**config.mk**
```make
export PLATFORM = sky130hd
export DESIGN_NAME = hazard_stall_ctrl_flat
export DESIGN_NICKNAME = d
export VERILOG_FILES = /design/src/rtl/hazard_stall_ctrl_if.sv /design/src/rtl/hazard_stall_ctrl.sv /design/src/flat_wrapper.sv
export SDC_FILE = /design/constraint.sdc
export NUM_CORES = 1
export LEC_CHECK = 0
export CAP_MARGIN = 20
export CELL_PAD_IN_SITES_DETAIL_PLACEMENT = 1
export CELL_PAD_IN_SITES_GLOBAL_PLACEMENT = 1
export CORE_ASPECT_RATIO = 0.8
export CORE_UTILIZATION = 39
export CTS_BUF_LIST = sky130_fd_sc_hd__clkbuf_2 sky130_fd_sc_hd__clkbuf_4 sky130_fd_sc_hd__clkbuf_8
export DETAILED_ROUTE_END_ITERATION = 8
export PLACE_DENSITY_LB_ADDON = 0.25
export SETUP_SLACK_MARGIN = 0.4
export SLEW_MARGIN = 25
export SYNTH_ARGS = -nofsm -noshare
export SYNTH_HDL_FRONTEND = slang
export SYNTH_SLANG_ARGS = --single-unit
export TNS_END_PERCENT = 5
```
**constraint.sdc**
```tcl
create_clock -name clk -period 6.7 [get_ports clk]
set_input_delay 1.675 -clock clk [delete_from_list [all_inputs] [get_ports clk]]
set_output_delay 1.675 -clock clk [all_outputs]
set_load 0.03 [all_outputs]
```
**src/rtl/hazard_stall_ctrl_if.sv**
```systemverilog
// Bundle of the hazard-control signals between the pipeline (master) and hazard_stall_ctrl (slave).
interface hazard_stall_ctrl_if #(
    parameter int CNT_W = 32
);
    logic             id_valid;
    logic [4:0]       id_rs;
    logic [4:0]       id_rt;
    logic             id_uses_rt;
    logic             ex_mem_read;
    logic [4:0]       ex_rt;
    logic             branch_taken;
    logic             pc_write;
    logic             ifid_write;
    logic             ifid_flush;
    logic             ctrl_bubble;
    logic             stalling;
    logic [CNT_W-1:0] stall_total;

    modport master (
        output id_valid, id_rs, id_rt, id_uses_rt, ex_mem_read, ex_rt, branch_taken,
        input  pc_write, ifid_write, ifid_flush, ctrl_bubble, stalling, stall_total
    );

    modport slave (
        input  id_valid, id_rs, id_rt, id_uses_rt, ex_mem_read, ex_rt, branch_taken,
        output pc_write, ifid_write, ifid_flush, ctrl_bubble, stalling, stall_total
    );
endinterface

```
**src/rtl/hazard_stall_ctrl.sv**
```systemverilog
// Load-use hazard stall and branch flush control for the 5-stage pipeline,
// with a saturating stall-cycle performance counter.
module hazard_stall_ctrl #(
    parameter int STALL_CYCLES = 1,
    parameter int CNT_W        = 32
) (
    input logic                clk,
    input logic                rst_n,
    hazard_stall_ctrl_if.slave bus
);
    localparam logic [0:0] ST_RUN   = 1'b0;
    localparam logic [0:0] ST_STALL = 1'b1;
    localparam logic [3:0] REM_INIT = 4'(STALL_CYCLES - 1);

    logic [0:0]       state_r;
    logic [0:0]       state_nxt_s;
    logic [3:0]       rem_r;
    logic [3:0]       rem_nxt_s;
    logic [CNT_W-1:0] stall_total_r;
    logic             hazard_s;
    logic             pc_write_s;
    logic             ifid_write_s;
    logic             ifid_flush_s;
    logic             ctrl_bubble_s;
    logic             stalling_s;

    // Load in EX writes a register that the ID instruction reads (r0 never hazards).
    always_comb begin
        hazard_s = bus.id_valid & bus.ex_mem_read & (bus.ex_rt != 5'd0) &
                   ((bus.ex_rt == bus.id_rs) | (bus.id_uses_rt & (bus.ex_rt == bus.id_rt)));
    end

    // Control outputs: reset forces RUN defaults, then branch flush, then stall.
    always_comb begin
        pc_write_s    = 1'b1;
        ifid_write_s  = 1'b1;
        ifid_flush_s  = 1'b0;
        ctrl_bubble_s = 1'b0;
        stalling_s    = 1'b0;
        if (!rst_n) begin
            pc_write_s = 1'b1;
        end else if (bus.branch_taken) begin
            ifid_flush_s  = 1'b1;
            ctrl_bubble_s = 1'b1;
        end else if ((state_r == ST_STALL) || hazard_s) begin
            pc_write_s    = 1'b0;
            ifid_write_s  = 1'b0;
            ctrl_bubble_s = 1'b1;
            stalling_s    = 1'b1;
        end else begin
            pc_write_s = 1'b1;
        end
    end

    // Next state: the hazard cycle itself is stall cycle 1, STALL covers the remaining ones.
    always_comb begin
        state_nxt_s = ST_RUN;
        rem_nxt_s   = 4'd0;
        if (bus.branch_taken) begin
            state_nxt_s = ST_RUN;
            rem_nxt_s   = 4'd0;
        end else begin
            case (state_r)
                ST_RUN: begin
                    if (hazard_s && (REM_INIT != 4'd0)) begin
                        state_nxt_s = ST_STALL;
                        rem_nxt_s   = REM_INIT;
                    end else begin
                        state_nxt_s = ST_RUN;
                        rem_nxt_s   = 4'd0;
                    end
                end
                ST_STALL: begin
                    if (rem_r <= 4'd1) begin
                        state_nxt_s = ST_RUN;
                        rem_nxt_s   = 4'd0;
                    end else begin
                        state_nxt_s = ST_STALL;
                        rem_nxt_s   = rem_r - 4'd1;
                    end
                end
                default: begin
                    state_nxt_s = ST_RUN;
                    rem_nxt_s   = 4'd0;
                end
            endcase
        end
    end

    // State, remaining-cycle counter and saturating stall counter.
    always_ff @(posedge clk) begin
        if (!rst_n) begin
            state_r       <= ST_RUN;
            rem_r         <= 4'd0;
            stall_total_r <= {CNT_W{1'b0}};
        end else begin
            state_r <= state_nxt_s;
            rem_r   <= rem_nxt_s;
            if (stalling_s && (stall_total_r != {CNT_W{1'b1}})) begin
                stall_total_r <= stall_total_r + {{(CNT_W-1){1'b0}}, 1'b1};
            end else begin
                stall_total_r <= stall_total_r;
            end
        end
    end

    assign bus.pc_write    = pc_write_s;
    assign bus.ifid_write  = ifid_write_s;
    assign bus.ifid_flush  = ifid_flush_s;
    assign bus.ctrl_bubble = ctrl_bubble_s;
    assign bus.stalling    = stalling_s;
    assign bus.stall_total = stall_total_r;
endmodule

```
**src/flat_wrapper.sv**
```systemverilog
// flat-port wrapper written by rule: the top's interface ports become plain ports
module hazard_stall_ctrl_flat 
#(
    parameter int STALL_CYCLES = 1,
    parameter int CNT_W        = 32
)
  (clk, rst_n, bus_id_valid, bus_id_rs, bus_id_rt, bus_id_uses_rt, bus_ex_mem_read, bus_ex_rt, bus_branch_taken, bus_pc_write, bus_ifid_write, bus_ifid_flush, bus_ctrl_bubble, bus_stalling, bus_stall_total);
  hazard_stall_ctrl_if #(.CNT_W(CNT_W)) bus_i ();
  input logic clk;
  input logic rst_n;
  input wire logic [$bits(bus_i.id_valid)-1:0] bus_id_valid;
  input wire logic [$bits(bus_i.id_rs)-1:0] bus_id_rs;
  input wire logic [$bits(bus_i.id_rt)-1:0] bus_id_rt;
  input wire logic [$bits(bus_i.id_uses_rt)-1:0] bus_id_uses_rt;
  input wire logic [$bits(bus_i.ex_mem_read)-1:0] bus_ex_mem_read;
  input wire logic [$bits(bus_i.ex_rt)-1:0] bus_ex_rt;
  input wire logic [$bits(bus_i.branch_taken)-1:0] bus_branch_taken;
  output wire logic [$bits(bus_i.pc_write)-1:0] bus_pc_write;
  output wire logic [$bits(bus_i.ifid_write)-1:0] bus_ifid_write;
  output wire logic [$bits(bus_i.ifid_flush)-1:0] bus_ifid_flush;
  output wire logic [$bits(bus_i.ctrl_bubble)-1:0] bus_ctrl_bubble;
  output wire logic [$bits(bus_i.stalling)-1:0] bus_stalling;
  output wire logic [$bits(bus_i.stall_total)-1:0] bus_stall_total;
  assign bus_i.id_valid = bus_id_valid;
  assign bus_i.id_rs = bus_id_rs;
  assign bus_i.id_rt = bus_id_rt;
  assign bus_i.id_uses_rt = bus_id_uses_rt;
  assign bus_i.ex_mem_read = bus_ex_mem_read;
  assign bus_i.ex_rt = bus_ex_rt;
  assign bus_i.branch_taken = bus_branch_taken;
  assign bus_pc_write = bus_i.pc_write;
  assign bus_ifid_write = bus_i.ifid_write;
  assign bus_ifid_flush = bus_i.ifid_flush;
  assign bus_ctrl_bubble = bus_i.ctrl_bubble;
  assign bus_stalling = bus_i.stalling;
  assign bus_stall_total = bus_i.stall_total;
  hazard_stall_ctrl #(.STALL_CYCLES(STALL_CYCLES), .CNT_W(CNT_W)) u_core (.clk(clk), .rst_n(rst_n), .bus(bus_i));
endmodule
```
==> flow_summary.json <==
{
  "max_freq_mhz": 170.2,
  "grt_pass1_vias": 1930,
  "synth_xor_xnor_area_share": 0.05106,
  "grt.total_usage": 0.2071,
  "pre_cts_slack_ns": 0.8139,
  "hpwl_mm": 3.915,
  "clockBufferDepth": 2,
  "die_h_um": 66.98,
  "syn-num-nets": 265,
  "cts_tree": "done",
  "critPathMaxStageDelay_ns": 0.71,
  "hold_path_class": "reg -> reg",
  "irDropWorstVdd_mv": 0.09870,
  "fin_crit_ns": 5.876,
  "rows": 23,
  "antenna_left": 0,
  "path_clk_slew_ns": 0.07,
  "root_buffer": "clkbuf_8",
  "critPathLaunchType": "primary input",
  "num_antenna_cells": 0,
  "cts_setup_buffers": 0,
  "yosys_warnings": 0,
  "synth_compound_area_frac": 0.1836,
  "yosysSeqAreaShare": 0.3599,
  "drtPass1Iterations": 4,
  "status": "complete, no violations",
  "crit_family": "buffers and inverters",
  "layout.nets": 314,
  "endpoint_kind": "output port",
  "start_util": 0.4087,
  "grt_max_degree": 56,
  "cp_common_cell": "clkdlybuf4s50_1",
  "syn_inst": 241,
  "muxShareOfSynthArea": 0.02432,
  "period_share": 0.8770,
  "port_buffers": 57,
  "synth_fa_ha_area_frac": 0.01824,
  "yosys.area_share.simple": 0.3112,
  "finalWirelength_mm": 5.629,
  "ys_ff_latch": 37,
  "crit_required_ns": 5.03,
  "setup_viol": 0,
  "drt_iter0_drc": 91,
  "clock_sinks": 37,
  "drv_slew": 0,
  "overflow": 0,
  "clock_latency_ns": 0.30,
  "rsz0062_at_grt": "no",
  "criticalPathCategory": "in -> out",
  "stdcell_area_sq_um": 2766,
  "p_leak_nw": 0.8869,
  "die-area_sq_um": 5574,
  "h-tree-depth": 2,
  "cap_violations": 0,
  "power_mw": 0.4610,
  "syn_area_per_cell_sq_um": 8.540,
  "vias_per_cell": 5.768,
  "synth_top_family_by_area": "simple AND/OR/NAND/NOR gates",
  "area_growth_pct": 34.41,
  "vias": 2036,
  "worstMarginPinSlew_ns": 0.6217,
  "crit_fanout": 28,
  "route.detailed.drc": 0,
  "fin_skew_ns": 0.01051,
  "setup_ws_ns": 0.8243,
  "cts-buffers-inserted": 5,
  "setup_tns_ns": 0,
  "wl_per_cell_um": 15.95,
  "path_buf_inv": 4,
  "ios": 58,
  "hold-worst-slack_ns": 0.4715,
  "synth_cell_types": 37,
  "cts_resized": 0,
  "crit_path_cell_trace": "clkdlybuf4s50_1, inv_2, nor2_1, and2_1, a31oi_4, inv_1, clkdlybuf4s50_1",
  "crit_arrival_ns": 4.20,
  "cp_slowest_cell": "clkdlybuf4s50_1",
  "cellPowerDensity_nw_per_um2": 166.6,
  "final_hold_viol_count": 0,
  "core_sq_um": 5036,
  "slew_headroom": 0.5824,
  "hold_buffers": 0,
  "antenna_found_initial": 0,
  "place_area_sq_um": 2645,
  "fillers": 577,
  "grt_pass1_wl_mm": 9.280,
  "drive_gt1_frac": 0.06529,
  "reg2reg_setup_slack_ns": 4.32,
  "gp_congestion": 0.7434,
  "syn-cell-area_sq_um": 2058,
  "die_w_um": 83.22
}
[power by group]
group	switching [mW]	internal, mW	total (mW)
Combinational	0.0138	0.0172	0.0310
Sequential	0.0000408	0.220	0.220
Clock	0.0847	0.126	0.210
Total	0.0985	0.362	0.461
[cell type report]
class | instances | area (sq um) | area share
Sequential cell | 37 | 740.7 | 0.2678
Tap cell | 62 | 77.57 | 0.02804
Timing Repair Buffer | 58 | 578.1 | 0.2090
Inverter | 6 | 22.52 | 0.008141
Clock buffer | 7 | 90.09 | 0.03256
Clock inverter | 1 | 30.03 | 0.01085
Multi-Input combinational cell | 182 | 1227 | 0.4437
[path summary, 6_finish.rpt]
kind                            cells past startpoint                       from                    endpoint
worst max-delay path                                7                      rst_n                bus_stalling
worst min-delay path                                1            u_core.rem_r[0]             u_core.rem_r[0]
worst max register to register                      6  u_core.bus.stall_total[0]  u_core.bus.stall_total[18]
worst min register to register                      1            u_core.rem_r[0]             u_core.rem_r[0]
[layout by cell type (no fill, tap or decap), types with 2 or more instances in the layout]
cell / Yosys / layout
nand4b_1: 2 / 2
ha_1: 3 / 3
nand2b_1: 2 / 2
o41ai_1: 5 / 5
nor4_1: 2 / 2
nand4_1: 8 / 8
dfxtp_1: 37 / 37
and3_1: 3 / 2
nor2_1: 12 / 12
clkdlybuf4s50_1: 0 / 57
nor3_1: 2 / 2
nand3_1: 12 / 12
xnor2_1: 12 / 12
inv_1: 5 / 5
or3_1: 4 / 4
a21oi_1: 26 / 26
nor4_4: 2 / 2
o21ai_0: 2 / 2
nor4b_1: 2 / 2
o31ai_1: 20 / 20
and2_1: 3 / 3
or4_1: 20 / 20
nand2_1: 24 / 24
nand4_2: 2 / 2
clkbuf_8: 0 / 6
mux2i_1: 5 / 5
[logic make-up (layout without fill, tap and decap cells)]
kind of cell,count (synthesis),count (layout)
compound gates,59,59
xor+xnor,12,12
fa+ha+maj,3,3
buf+inv,22,72
flops,37,37
mux,5,5
simple gates,103,103
[per-layer routing]
metal | track usage | vias up | routed length, um | part of all wire
met4 | 0.05172 | 0 | 48 | 0.0085
li1 | - | 1015 | - | -
met3 | 0.03841 | 6 | 209 | 0.037
met5 | 0 | - | 0 | 0
met1 | 0.2759 | 977 | 2788 | 0.50
met2 | 0.3473 | 38 | 2582 | 0.46
[flip-flops by register name (all words and copies together) (netlist names)]
signal and cells:
u_core.rem_r 4, u_core.state_r 1, u_core.bus.stall_total 32
[through the flow]
step | util | instances
2_1_floorplan | - | 241
3_3_place_gp | 0.5252 | 345
3_5_place_dp | 0.5252 | 345
4_1_cts | 0.5491 | 353
5_1_grt | 0.5493 | 353
6_report | 0.5493 | 353
[worst reg2reg max path, cell delays in order (launching register included)]
cell and delay (ns):
dfxtp_1 0.41, ha_1 0.20, nand2_1 0.14, nor4_2 0.50
nand2_1 0.35, or4_1 0.55, a21oi_1 0.16
[cells in the mapped netlist, drive strengths merged]
| library cell | instances | share of area |
|---|---|---|
| ha | 3 | 0.018 |
| inv | 6 | 0.011 |
| nor3 | 2 | 0.0049 |
| mux2i | 5 | 0.024 |
| o22ai | 1 | 0.0030 |
| a21oi | 26 | 0.063 |
| nand4 | 11 | 0.047 |
| o41ai | 5 | 0.021 |
| nand3 | 12 | 0.029 |
| clkbuf | 5 | 0.0091 |
| xnor2 | 12 | 0.051 |
| o21ai | 3 | 0.0073 |
| nor2 | 12 | 0.022 |
| a211oi | 1 | 0.0036 |
| o31ai | 20 | 0.073 |
| or4 | 20 | 0.073 |
| o311a | 1 | 0.0049 |
| and4 | 1 | 0.0055 |
| nand2 | 24 | 0.044 |
| nor4 | 5 | 0.033 |
| nand2b | 2 | 0.0061 |
| a31oi | 1 | 0.0030 |
| nor4b | 2 | 0.0085 |
| o311ai | 1 | 0.0043 |
| buf | 11 | 0.032 |
| and3 | 3 | 0.0091 |
| or3 | 4 | 0.012 |
| dfxtp | 37 | 0.36 |
| nand4b | 2 | 0.0085 |
| and2 | 3 | 0.0091 |
Power figures use the tool's default switching activity.
